## src/rtl/serial_ram_loader.sv

```systemverilog
// serial_ram_loader
// Framed program loader sitting between the UART receiver and the 16x8 RAM
// of the 8-bit computer. It accepts 4-byte frames (sync, address, data,
// checksum) and writes RAM for good write frames. It holds the CPU halted
// while a load session is open and answers every complete frame with an
// ACK (8'h06) or NAK (8'h15) byte for the UART transmitter.
//
// Ports
//   clk          system clock (single domain)
//   reset        asynchronous, active-high reset
//   rx_dv        one-cycle strobe, rx_byte valid
//   rx_byte      received byte
//   ram_we       one-cycle RAM write strobe
//   ram_addr     RAM write address, held until the next write
//   ram_data     RAM write data, held until the next write
//   load_active  session open; the CPU must stay halted while high
//   ack_dv       one-cycle strobe to the UART transmitter
//   ack_byte     ACK/NAK byte, held until the next ack_dv
//   err_count    saturating count of rejected or timed-out frames
module serial_ram_loader #(
  parameter int          TIMEOUT_CLKS = 5_000_000,
  parameter logic [7:0]  SYNC_BYTE    = 8'hA5
) (
  input  logic       clk,
  input  logic       reset,
  input  logic       rx_dv,
  input  logic [7:0] rx_byte,
  output logic       ram_we,
  output logic [3:0] ram_addr,
  output logic [7:0] ram_data,
  output logic       load_active,
  output logic       ack_dv,
  output logic [7:0] ack_byte,
  output logic [7:0] err_count
);

  localparam logic [1:0] ST_IDLE = 2'd0;
  localparam logic [1:0] ST_ADDR = 2'd1;
  localparam logic [1:0] ST_DATA = 2'd2;
  localparam logic [1:0] ST_CHK  = 2'd3;

  localparam logic [7:0] ACK_CODE = 8'h06;
  localparam logic [7:0] NAK_CODE = 8'h15;
  localparam logic [7:0] END_ADDR = 8'h80;

  localparam int         TW       = (TIMEOUT_CLKS > 2) ? $clog2(TIMEOUT_CLKS) : 1;
  localparam logic [TW-1:0] TIMER_LAST = TW'(TIMEOUT_CLKS - 1);

  // Running XOR checksum: fold one more byte into the accumulator.
  function automatic logic [7:0] chk_update(input logic [7:0] acc, input logic [7:0] b);
    chk_update = acc ^ b;
  endfunction

  // Error counter increment that sticks at 255.
  function automatic logic [7:0] sat_inc(input logic [7:0] v);
    if (v == 8'hFF) begin
      sat_inc = v;
    end else begin
      sat_inc = v + 8'd1;
    end
  endfunction

  logic [1:0]    state_r,    state_s;
  logic [TW-1:0] timer_r,    timer_s;
  logic [7:0]    chk_acc_r,  chk_acc_s;
  logic [7:0]    a_reg_r,    a_reg_s;
  logic [7:0]    d_reg_r,    d_reg_s;
  logic          ram_we_r,   ram_we_s;
  logic [3:0]    ram_addr_r, ram_addr_s;
  logic [7:0]    ram_data_r, ram_data_s;
  logic          load_r,     load_s;
  logic          ack_dv_r,   ack_dv_s;
  logic [7:0]    ack_byte_r, ack_byte_s;
  logic [7:0]    err_r,      err_s;
  logic          timeout_s;
  logic          chk_ok_s;

  // Next-state and next-output computation for the frame parser.
  always_comb begin
    state_s    = state_r;
    timer_s    = timer_r;
    chk_acc_s  = chk_acc_r;
    a_reg_s    = a_reg_r;
    d_reg_s    = d_reg_r;
    ram_we_s   = 1'b0;
    ram_addr_s = ram_addr_r;
    ram_data_s = ram_data_r;
    load_s     = load_r;
    ack_dv_s   = 1'b0;
    ack_byte_s = ack_byte_r;
    err_s      = err_r;

    // A byte arriving in the timeout cycle wins over the timeout.
    timeout_s = (state_r != ST_IDLE) && !rx_dv && (timer_r == TIMER_LAST);
    chk_ok_s  = (rx_byte == chk_acc_r);

    if (rx_dv || (state_r == ST_IDLE)) begin
      timer_s = {TW{1'b0}};
    end else begin
      timer_s = timer_r + TW'(1);
    end

    if (rx_dv) begin
      case (state_r)
        ST_IDLE: begin
          if (rx_byte == SYNC_BYTE) begin
            state_s   = ST_ADDR;
            chk_acc_s = SYNC_BYTE;
            load_s    = 1'b1;
          end else begin
            state_s   = ST_IDLE;
          end
        end
        ST_ADDR: begin
          a_reg_s   = rx_byte;
          chk_acc_s = chk_update(chk_acc_r, rx_byte);
          state_s   = ST_DATA;
        end
        ST_DATA: begin
          d_reg_s   = rx_byte;
          chk_acc_s = chk_update(chk_acc_r, rx_byte);
          state_s   = ST_CHK;
        end
        ST_CHK: begin
          state_s  = ST_IDLE;
          ack_dv_s = 1'b1;
          if (chk_ok_s && (a_reg_r[7:4] == 4'd0)) begin
            ram_we_s   = 1'b1;
            ram_addr_s = a_reg_r[3:0];
            ram_data_s = d_reg_r;
            ack_byte_s = ACK_CODE;
          end else if (chk_ok_s && (a_reg_r == END_ADDR)) begin
            load_s     = 1'b0;
            ack_byte_s = ACK_CODE;
          end else begin
            ack_byte_s = NAK_CODE;
            err_s      = sat_inc(err_r);
          end
        end
        default: begin
          state_s = ST_IDLE;
        end
      endcase
    end else if (timeout_s) begin
      // Abandon the partial frame silently; the host sees no ack.
      state_s = ST_IDLE;
      timer_s = {TW{1'b0}};
      err_s   = sat_inc(err_r);
    end else begin
      state_s = state_r;
    end
  end

  // State and output registers; reset aborts any frame in flight.
  always_ff @(posedge clk or posedge reset) begin
    if (reset) begin
      state_r    <= ST_IDLE;
      timer_r    <= {TW{1'b0}};
      chk_acc_r  <= 8'h00;
      a_reg_r    <= 8'h00;
      d_reg_r    <= 8'h00;
      ram_we_r   <= 1'b0;
      ram_addr_r <= 4'h0;
      ram_data_r <= 8'h00;
      load_r     <= 1'b0;
      ack_dv_r   <= 1'b0;
      ack_byte_r <= 8'h00;
      err_r      <= 8'h00;
    end else begin
      state_r    <= state_s;
      timer_r    <= timer_s;
      chk_acc_r  <= chk_acc_s;
      a_reg_r    <= a_reg_s;
      d_reg_r    <= d_reg_s;
      ram_we_r   <= ram_we_s;
      ram_addr_r <= ram_addr_s;
      ram_data_r <= ram_data_s;
      load_r     <= load_s;
      ack_dv_r   <= ack_dv_s;
      ack_byte_r <= ack_byte_s;
      err_r      <= err_s;
    end
  end

  assign ram_we      = ram_we_r;
  assign ram_addr    = ram_addr_r;
  assign ram_data    = ram_data_r;
  assign load_active = load_r;
  assign ack_dv      = ack_dv_r;
  assign ack_byte    = ack_byte_r;
  assign err_count   = err_r;

endmodule

```

## config.mk

```make
export PLATFORM = sky130hd
export DESIGN_NAME = serial_ram_loader
export DESIGN_NICKNAME = d
export VERILOG_FILES = /design/src/rtl/serial_ram_loader.sv
export SDC_FILE = /design/constraint.sdc
export NUM_CORES = 1
export LEC_CHECK = 0
export BUFFER_PORTS_ARGS = -buffer_cell sky130_fd_sc_hd__buf_4
export CAP_MARGIN = 0
export CORE_MARGIN = 2
export CORE_UTILIZATION = 55
export CTS_CLUSTER_DIAMETER = 150
export DETAILED_ROUTE_END_ITERATION = 10
export PLACE_DENSITY = 0.79
export SETUP_SLACK_MARGIN = 0.4
export SYNTH_ARGS = -nofsm -noshare
export SYNTH_HDL_FRONTEND = slang
export SYNTH_SLANG_ARGS = --single-unit
```

## constraint.sdc

```tcl
create_clock -name clk -period 3.39 [get_ports clk]
set_input_delay 0.678 -clock clk [delete_from_list [all_inputs] [get_ports clk]]
set_output_delay 0.678 -clock clk [all_outputs]
set_load 0.005 [all_outputs]
```

Word-level counts from Yosys, hierarchy flattened --
Cells that the tools add are included.
Word-level totals: register bits after elaboration 80, latch bits 0, bits in writable memories 0, ROM bits 0, input port bits 11, output and inout bits 31, logic and storage cells 75, memories 0
Cells by class: add/sub/neg operators 2, $mul 0, divide/modulo/power cells 0, $lt $le $gt $ge 0, equal/unequal tests 14, shifts and indexed selects 0, mux-type cells 26, bitwise logic cells 1, reductions and logical operators 20
Operator list (count):
- $mux 23 | 3
- $mux 8 | 7
- $eq 8x8->1 const B | 3
- $add 23x1->23 const B | 1
- $eq 23x23->1 const B | 1
- $pmux 8 s2 | 1
- $mux 5 | 2
- $mux 1 | 9
- $add 8x1->8 const B | 1
- $eq 8x8->1 | 1
- $ne 2x2->1 const B | 4
- $pmux 2 s4 | 1
- $reduce_bool 2->1 | 4
- $xor 8x8->8 | 1
- $reduce_and 2->1 | 3
- $reduce_and 3->1 | 2
- $reduce_and 5->1 | 1
- $eq 2x2->1 const B | 2
- $logic_and 1x1->1 | 4
- $logic_not 4->1 | 1
- $mux 2 | 2
- $ne 2x1->1 const B | 2
- $reduce_and 4->1 | 1
- $eq 2x1->1 const B | 1
- other kinds (5) | 5

Longest topological paths before layout --
Gate-level depths: netlist of the first run.
word-level depth 6, gate-level depth with buffers 9, depth with buffers taken out 8

Worst setup path after synthesis of the first run --
No wires, ideal clock.
path type reg2reg, start register timer_r[0], end register err_r[1], in the netlist err_count[1], library setup time 125 ps, arrival 2299 ps, slack 966 ps, stages on the path, launching flop included 8, buffers on the path 0, cell sequence dfrtp_1 > ha_1 > nand3_2 > or4_1 > or4_1 > o21ai_2 > nand2_1 > mux2_4
On the way: cells in the longest elaborated chain, start to end 4
RTL lines:
- start, declared | line 64 | logic [TW-1:0] timer_r, timer_s;
- start signal, assigned | line 158 | timer_r <= {TW{1'b0}};
- start signal, assigned | line 171 | timer_r <= timer_s;
- $eq 23x23->1 | line 94 | timeout_s = (state_r != ST_IDLE) && !rx_dv && (timer_r == TIMER_LAST);
- $logic_and 1x1->1 | line 94
- $reduce_bool 2->1 (no source line)
- $reduce_and 4->1 (no source line)
- end signal, assigned | line 181 | err_r <= err_s;
- end, declared | line 74 | logic [7:0] err_r, err_s;
Every way passes these cells. A chain may end at the register's enable or synchronous reset.

Worst setup path in the final report of the first run --
Same ends and word-level chain as after synthesis.

==> results by group, run 1 <==
Critical path
  • Critical path type: register to register
  • Crit path top cell by count: or4_1
  • CP endpoint kind: register
  • Data arrival, critical path: 2.82 ns
  • CP cell instances: ha_1 -> nand3_2 -> or4_1 -> or4_1 -> o21ai_2 -> nand2_1 -> mux2_4
  • CP Max Fanout: 7
  • CP max-delay cell: or4_1
  • CP required: 3.62 ns
  • Startpoint Class: register
  • Max incr delay on CP: 0.58 ns

Timing
  • RSZ-0062 raised after global routing: no
  • Max frequency: 386 MHz
  • Slew at the pin closest to its max-slew limit: 0.774 ns
  • Final hold vios: 0
  • Period minus WS final: 2.59 ns
  • Max-slew headroom: 0.483
  • Final setup viols: 0
  • Setup TNS Final: 0 ns
  • Max Clock Skew: 0.0124 ns
  • Final period utilization: 0.764
  • Final Max Tran Viols: 0

Power and ir drop
  • Sw Share: 0.280
  • Static Leak: 1.89 nW
  • Power share of the sequential group: 0.515
  • Clock power share: 0.309
  • Peak supply drop: 318 uV
  • NetSw: 0.600 mW
  • Cell Pwr Density: 533 nW/um^2
  • Logic pwr share: 0.176
  • Power Internal: 1.54 mW

Synthesis
  • Unique masters post-synth: 43
  • Ys async rst share: 1.00
  • Synth Area in Adders: 0.0252
  • Synth top area cells: dfrtp_1 (54%), mux2_2 (8.1%), xnor2_1 (5.3%)
  • Post-synthesis xor/xnor area fraction: 0.0805
  • Avg Cell Area, Syn: 11.0 sq um
  • Synth Area in Compound Gates: 0.0593
  • Multiplexer area fraction after synthesis: 0.0881
  • Syn Inst Count: 316
  • Ys Warns: 0
  • Seq cells post-synth: 75
  • Main combinational cell family by area after synthesis: simple AND/OR/NAND/NOR gates
  • EDFF count, synth: 0
  • Synth Area in Simple Gates: 0.175
  • Post-synth top area share: 0.539
  • Top FF cell, synth: dfrtp_1
  • Post-synth top area cell: dfrtp_1
  • Seq/Total Area, Yosys: 0.539
  • Mapped Area: 3480 sq um

CTS
  • Num CTS Buffers: 9
  • CTS Hold Buffers Added: 0
  • Clk_lat worst skew: 0.34 ns
  • H-Tree Depth: 3
  • Sink Count: 75
  • Clk slew on worst S/H paths: 0.08 ns
  • Post_cts resized: 0
  • CTS Buffer Depth: 2
  • CTS Root Cell: clkbuf_8
  • Post-CTS Repair Setup Buffers: 0
  • CTS tree: done

Route
  • Final wirelength: 6.48 mm
  • Via Count: 2,408
  • Average wire per standard cell: 14.9 microns
  • DRC violations left: 0
  • Total iterations of the first detailed-routing run: 4
  • Detailed Route Iter0 Violations: 131
  • Final ANT Viol Nets: 0
  • Vias per Instance: 5.54

Die
  • Site row count: 28
  • Die area: 6980 sq um
  • Die Span Y: 83.5 microns
  • Die Width: 83.5 microns
  • Core Area: 6030 sq um
  • Initial Utilization: 0.577
  • I/O pin count: 42

Global routing
  • Pin count of the biggest net entering global routing: 40
  • Initial antenna violation count: 0
  • Global Route Usage Sum: 0.195
  • First-pass GRT wire length: 11.1 mm
  • Overflow left after global routing: 0
  • Vias in the first global route: 2,377

Min path
  • Hold Crit Class: register to register

Layout
  • Share of post-route cells with drive strength above 1: 0.247
  • Synth-to-Final Area Change: 15.5%
  • Finished Core Util: 0.667
  • Final Net Count: 374
  • Antenna diode count: 0
  • Number of fill cells: 461

Flow run
  • Maxcap violations: 0

Place
  • IO buf count: 37
  • GPL Wtd Cong: 0.821
  • HPWL Detailed: 4.60 mm

Status
  • Status: finished clean
-- sequential cells by signal (all words and copies together) (netlist names) --
register / cells
timer_r: 23
a_reg_r: 8
chk_acc_r: 8
d_reg_r: 8
err_count: 8
ram_data: 8
ram_addr: 4
ack_byte: 3
state_r: 2
ack_dv: 1
load_active: 1
ram_we: 1
-- power groups by stage --
stage / registers (mW) / logic, mW / clock network, mW
2_1_floorplan: 1.09 / 0.289 / 0
3_3_place_gp: 1.11 / 0.363 / 0
3_5_place_dp: 1.12 / 0.381 / 0
4_1_cts: 1.10 / 0.383 / 0.675
5_1_grt: 1.12 / 0.420 / 0.715
6_report: 1.10 / 0.378 / 0.661
-- worst max-delay path, delay by kind of cell (launching register included) --
family | cells | cell delay [ns]
mux | 1 | 0.31
flops | 1 | 0.39
fa+ha+maj | 1 | 0.21
compound gates | 1 | 0.14
simple gates | 4 | 1.43
-- stage by stage --
step	worst slack [ns]	cells	area (sq um)	hold WS (ns)	power, mW
finish	0.798	435	4020	0.466	2.14
detailed placement	0.710	420	3830	0.456	1.50
global route	0.594	435	4020	0.510	2.26
CTS	0.784	435	4020	0.474	2.16
floorplan	0.802	319	3490	0.444	1.38
global placement	0.846	420	3830	0.451	1.48
-- routing by layer --
layer,vias to the layer above,global-route usage,part of all wire
li1,1156,-,-
met1,1188,0.265,0.45
met2,54,0.312,0.49
met3,10,0.0376,0.045
met4,0,0.0777,0.013
met5,-,0,0
-- worst paths after layout --
check / from / end / cells past startpoint / slack (ns)
worst max-delay path: timer_r[0] / err_count[1] / 7 / 0.80
worst min-delay path: ack_byte[2] / ack_byte[2] / 1 / 0.47
worst max register to register: timer_r[0] / err_count[1] / 7 / 0.80
max in group asynchronous: reset / timer_r[14] / 3 / 2.23
worst min register to register: ack_byte[2] / ack_byte[2] / 1 / 0.47
min in group asynchronous: reset / err_count[0] / 2 / 0.48
-- cell usage in the layout, fill, tap and decap left out, types with 2 or more instances in the layout --
cell	instances
or4bb_1	2
clkinv_2	3
nor2_1	31
inv_1	10
o21ai_0	25
nand2b_1	4
nor3b_1	3
clkbuf_8	10
mux2_2	25
a21o_1	4
ha_1	7
xnor2_1	21
nand4_1	9
xor2_1	11
a22o_1	2
buf_4	38
a21oi_1	2
or3_1	3
or4_1	2
nand3_1	13
nor4_1	3
conb_1	4
nand2_1	21
nor3_1	5
and3_1	5
dfrtp_1	75
-- Yosys cell counts (6+ instances only) --
master,instances
nor3_1,6
nand4_1,9
dfrtp_1,75
clkbuf_1,7
nor2_1,31
o21ai_0,25
mux2_2,25
nand2_1,21
xor2_1,11
inv_1,11
ha_1,7
xnor2_1,21
nand3_1,13
-- final cells by class --
cell class	count	area [sq um]	area share
Clock buffer	10	138	0.0343
Multi-Input combinational cell	220	1510	0.376
Timing Repair Buffer	39	305	0.0760
Clock inverter	5	53.8	0.0134
Sequential cell	75	1880	0.467
Inverter	11	41.3	0.0103
Tap cell	75	93.8	0.0234
-- cells by family (layout without fill, tap and decap cells) --
logic type / after synthesis / count (layout)
and+or+nand+nor: 114 / 114
DFF: 75 / 75
AOI/OAI and AO/OA: 36 / 36
xor gates and xnor gates: 32 / 32
muxes: 27 / 27
buffers and inverters: 24 / 65
adders and majority gates: 7 / 7
other: 1 / 4
Note: power is estimated with default switching activity, not from simulation.
==> inputs of run 2 (changes only) <==
Settings changed: CORE_UTILIZATION 55 to 52, PLACE_DENSITY 0.79 to 0.78.
Clock period 3.39 ns to 2.3 ns, I/O delays scaled along.
==> run 2 against run 1 <==
Largest cell class unchanged. Worst hold slack got worse by 0.25 ns. Utilization increased by 3.1 points. Routed wire length increased by 17%. Maximum frequency increased by 18%. Combinational power increased by 110%. The run now ends with DRC left. Via count increased by 9.2%. Cell area increased by 12%. Sequential share of layout area decreased by 4.9 points. Global-route usage increased by 0.64 points. Register-to-register slack got worse by 0.69 ns. Flip-flop and latch count unchanged. Non-clock buffer count increased by 33.
==> results by group, run 2 (synthesized netlist as in run 1, its figures left out) <==
Status
  • Status: complete, but fails checks
  • Failing checks: DRC

Route
  • Final ANT Viol Nets: 0
  • DRC violations left: 3
  • Detailed Route Iter0 Violations: 132
  • Total iterations of the first detailed-routing run: 7
  • Via Count: 2,629
  • Vias per Instance: 5.58
  • Average wire per standard cell: 16.1 microns
  • Final wirelength: 7.56 mm

Global routing
  • GRT met3 Usage: 0.0385
  • Global Route Usage Sum: 0.202
  • Met1 Usage GRT: 0.252
  • Routing usage on met2: 0.327
  • Initial antenna violation count: 0
  • Pin count of the biggest net entering global routing: 34
  • First-pass GRT wire length: 11.5 mm
  • Overflow left after global routing: 0
  • GR peak layer: met2
  • Vias in the first global route: 2,470

Timing
  • Final Max Tran Viols: 0
  • Max frequency: 455 MHz
  • Final period utilization: 0.955
  • Max-slew headroom: 0.542
  • Final hold vios: 0
  • Final setup viols: 0
  • Setup TNS Final: 0 ns
  • Period minus WS final: 2.20 ns
  • Slew at the pin closest to its max-slew limit: 0.685 ns
  • RSZ-0062 raised after global routing: yes
  • Max Clock Skew: 0.0101 ns

Critical path
  • R2R Path End: err_count[6]
  • CP Capture Point: err_count[6]
  • Data arrival, critical path: 2.43 ns
  • CP required: 2.53 ns
  • R2R setup slack: 0.10 ns
  • FF-to-FF path depth: 8
  • Startpoint Class: register
  • CP Max Fanout: 4
  • Critical path type: register to register
  • CP endpoint kind: register
  • RR Startpoint: state_r[1]
  • CP startpoint: state_r[1]

Flow run
  • Maxcap violations: 0

Power and ir drop
  • Cell Pwr Density: 767 nW/um^2
  • Peak supply drop: 399 uV
  • Sw Share: 0.290
  • Static Leak: 2.10 nW
  • Overall Power: 3.44 mW
  • NetSw: 0.998 mW
  • Logic pwr share: 0.236
  • Power share of the sequential group: 0.472
  • Clock power share: 0.292
  • Power Internal: 2.44 mW

Layout
  • Reg area: 1880 sq um
  • Synth-to-Final Area Change: 28.9%
  • Most common cell after layout, fill and taps aside: dfrtp_1
  • Share of post-route cells with drive strength above 1: 0.363
  • Antenna diode count: 0
  • Multi-input logic area: 1650 sq um
  • Most frequent cells in the layout: dfrtp_1 (75), buf_4 (64), nor2_1 (29)
  • Number of fill cells: 437
  • Post-route cell area: 4480 sq um
  • Most flops, register: timer_r
  • Max reg flops: 23
  • Final Net Count: 407
  • Final Non-Filler Cells: 471
  • Finished Core Util: 0.698

Die
  • Die Span Y: 85.8 microns
  • Die Width: 85.8 microns
  • I/O pin count: 42
  • Die area: 7360 sq um
  • Core Area: 6420 sq um
  • Initial Utilization: 0.542
  • Site row count: 29

CTS
  • Sink Count: 75
  • Clk slew on worst S/H paths: 0.08 ns
  • CTS Buffer Depth: 2
  • CTS tree: done
  • Clk_lat worst skew: 0.35 ns
  • CTS Root Cell: clkbuf_8
  • Num CTS Buffers: 9
  • H-Tree Depth: 3

Place
  • Placed Area: 3990 sq um
  • HPWL Detailed: 4.58 mm
  • Cells after DPL: 439
  • IO buf count: 37
  • GPL Wtd Cong: 0.789

Min path
  • Hold Crit Class: primary input to async pin
run 2: cell types whose count changed in the layout (fill, tap and decap cells not counted), moves of 3 or more:
cell	previous run	this run
buf_4	38	64
buf_6	0	3
nand3_1	13	10
nor3_1	5	2
or4_4	0	3
run 2: layout make-up:
| cell class | instances | share of cell area |
|---|---|---|
| timing repair buffer | 72 | 0.139 |
| tap | 77 | 0.0215 |
| clock buffer | 11 | 0.0315 |
| clock inverter | 5 | 0.0117 |
| multi-input combinational | 220 | 0.367 |
| sequential | 75 | 0.419 |
| inverter | 11 | 0.0100 |
run 2: worst max-delay path, cell delays in order (launching register included):
cell and delay, ns:
dfrtp_1 0.38, inv_2 0.07, ha_4 0.18, nor4bb_4 0.28
nand2_1 0.13, or4_4 0.52, o21ai_4 0.10, nand4_1 0.12
mux2_2 0.28
run 2: worst min path at each step:
stage | start | to | slack [ns]
detailed placement | d_reg_r[2] | d_reg_r[2] | 0.47
floorplan | d_reg_r[0] | d_reg_r[0] | 0.44
CTS | reset | timer_r[6] | 0.22
global route | reset | timer_r[4] | 0.25
finish | reset | timer_r[6] | 0.22
global placement | d_reg_r[2] | d_reg_r[2] | 0.46
run 2: power groups by stage:
stage | sequential (mW) | clock, mW | combinational (mW)
global placement | 1.63 | 0 | 0.584
detailed placement | 1.64 | 0 | 0.607
finish | 1.62 | 1.01 | 0.812
floorplan | 1.61 | 0 | 0.443
CTS | 1.62 | 1.02 | 0.654
global route | 1.65 | 1.07 | 0.887
run 2: metal layers:
layer	routed length, microns	part of all wire
met1	3310	0.44
met2	3720	0.49
met3	307	0.041
met4	221	0.029
met5	0	0
run 2: through the flow:
step	worst slack [ns]	hold slack (ns)
CTS	0.141	0.215
finish	0.103	0.216
global route	0.0298	0.254
detailed placement	0.0167	0.466
floorplan	0.0469	0.444
global placement	0.0641	0.460
run 2: what timing repair did:
action	4_1_cts	5_1_grt
gates cloned	0	3
gates resized for setup	15	15
buffers inserted	7	6
pin swaps	4	6
hold buffers	0	0
setup endpoints to repair	43	52
==> inputs of run 3 (changes only) <==
Settings changed: CORE_MARGIN 2 to default.
==> run 3 against run 2 <==
The run still ends with DRC left. Count of clock-buffer cells in the layout increased by 4. Routed wire length down 3.3%. Clock skew shrank 0.0012 ns. Critical path depth down 2. Die area fell by 4.6%. Utilization decreased by 0.62 points. Highest routed layer unchanged. Critical endpoint is now err_count[1].
==> results by group, run 3 (synthesized netlist as in run 1, its figures left out) <==
Status
  • Status: complete, but fails checks
  • Failing checks: DRC

Critical path
  • Crit path top cell by count: or4_4
  • Data arrival, critical path: 2.43 ns
  • CP endpoint kind: register
  • R2R Path End: err_count[1]
  • FF-to-FF path depth: 6
  • Critical path type: register to register
  • R2R setup slack: 0.11 ns
  • CP Max Fanout: 4
  • Startpoint Class: register
  • Top delay family on crit path: simple AND/OR/NAND/NOR gates
  • RR Startpoint: timer_r[15]
  • CP required: 2.54 ns
  • Max incr delay on CP: 0.55 ns
  • CP max-delay cell: or4_4
  • CP cell instances: nand4bb_1 -> or4_4 -> or4_4 -> o21ai_4 -> nand2_2 -> mux2_4
  • CP bufs+invs: 0

Timing
  • Max frequency: 457 MHz
  • Final period utilization: 0.952
  • Fin Hold WS: 0.188 ns
  • Max Clock Skew: 0.00891 ns
  • Final Max Tran Viols: 0
  • Final setup viols: 0
  • RSZ-0062 raised after global routing: yes
  • Period minus WS final: 2.19 ns
  • Final hold vios: 0

Power and ir drop
  • Cell Pwr Density: 772 nW/um^2
  • NetSw: 0.942 mW
  • Overall Power: 3.43 mW
  • Logic pwr share: 0.223
  • Clock power share: 0.305
  • Sw Share: 0.274
  • Peak supply drop: 341 uV
  • Power Internal: 2.49 mW
  • Static Leak: 2.08 nW
  • Power share of the sequential group: 0.472

Layout
  • Final Non-Filler Cells: 469
  • Number of fill cells: 449
  • Most frequent cells in the layout: dfrtp_1 (75), buf_4 (62), nor2_1 (30)
  • Synth-to-Final Area Change: 27.7%
  • Most flops, register: timer_r
  • Most common cell after layout, fill and taps aside: dfrtp_1
  • Antenna diode count: 0
  • Max reg flops: 23
  • Share of post-route cells with drive strength above 1: 0.347
  • Post-route cell area: 4440 sq um
  • Final Net Count: 405

Route
  • DRC violations left: 10
  • Final wirelength: 7.32 mm
  • Final ANT Viol Nets: 0
  • Via Count: 2,537
  • Total iterations of the first detailed-routing run: 7
  • Vias per Instance: 5.41
  • Average wire per standard cell: 15.6 microns
  • Detailed Route Iter0 Violations: 197

CTS
  • Clk_lat worst skew: 0.35 ns
  • H-Tree Depth: 3
  • CTS Buffer Depth: 2
  • CTS tree: done
  • Num CTS Buffers: 9
  • Clk slew on worst S/H paths: 0.08 ns
  • CTS Root Cell: clkbuf_8
  • Sink Count: 75

Global routing
  • Pin count of the biggest net entering global routing: 76
  • Global Route Usage Sum: 0.226
  • Vias in the first global route: 2,578
  • Initial antenna violation count: 0
  • First-pass GRT wire length: 12.3 mm
  • Overflow left after global routing: 0

Place
  • Placed Area: 4000 sq um
  • GPL Wtd Cong: 0.793
  • IO buf count: 37
  • HPWL Detailed: 4.65 mm
  • Cells after DPL: 440

Die
  • Die area: 7020 sq um
  • Initial Utilization: 0.542
  • Die Width: 83.8 microns
  • Core Area: 6420 sq um
  • I/O pin count: 42
  • Site row count: 29
  • Die Span Y: 83.8 microns

Min path
  • Hold Crit Class: primary input to async pin

Flow run
  • Maxcap violations: 0
[run 3: cell count changes in the layout (fill, tap and decap cells not counted), sizes merged]
cell      before  now
clkinv         3    0
clkinvlp       2    1
buf           70   69
clkbuf        13   16
[run 3: final cells by class]
| class | count | area [sq um] | area share |
|---|---|---|---|
| flip-flops and latches | 75 | 1880 | 0.422 |
| multi-input cells | 220 | 1620 | 0.365 |
| repair buffers | 70 | 596 | 0.134 |
| clock buffers | 15 | 176 | 0.0397 |
| clock inverters | 1 | 30.0 | 0.00676 |
| well taps | 77 | 96.3 | 0.0217 |
| inverters | 11 | 45.0 | 0.0101 |
[run 3: how the worst max path moves through the flow]
stage / from / to / slack (ns) / depth (start not counted)
floorplan: timer_r[12] / err_count[6] / 0.05 / 6
global placement: timer_r[15] / err_count[6] / 0.07 / 6
detailed placement: timer_r[15] / err_count[6] / 0.006 / 6
CTS: timer_r[15] / err_count[6] / 0.11 / 6
global route: state_r[0] / err_count[6] / -0.0007 / 8
finish: timer_r[15] / err_count[1] / 0.11 / 6
[run 3: what timing repair did]
action | 4_1_cts | 5_1_grt
cloned | 0 | 2
pin swaps | 7 | 11
setup endpoints to repair | 43 | 45
gates resized for setup | 17 | 11
hold buffers | 0 | 0
buffers inserted | 7 | 4
[run 3: power by group through the flow]
stage	logic, mW	clock network, mW	registers [mW]
2_1_floorplan	0.443	0	1.61
3_3_place_gp	0.617	0	1.63
3_5_place_dp	0.645	0	1.64
4_1_cts	0.693	1.05	1.62
5_1_grt	0.847	1.11	1.64
6_report	0.767	1.05	1.62
[run 3: metal layers]
metal,vias to the layer above,GRT usage,share of wire
met5,-,0,0
met4,0,0.113,0.026
met3,17,0.0415,0.027
met2,38,0.371,0.51
met1,1255,0.288,0.43
li1,1227,-,-
[run 3: tightest hold or removal path: stages]
cell        delay [ns]
buf_4             0.12
clkinvlp_4        0.07
buf_12            0.31
[run 3: metrics by stage]
| stage | setup TNS [ns] | utilization | setup WS (ns) |
|---|---|---|---|
| after floorplan | 0 | - | 0.0469 |
| after global placement | 0 | 0.623 | 0.0670 |
| after detailed placement | 0 | 0.623 | 0.00628 |
| after CTS | 0 | 0.676 | 0.111 |
| after global routing | -0.000720 | 0.692 | -0.000720 |
| final | 0 | 0.692 | 0.110 |
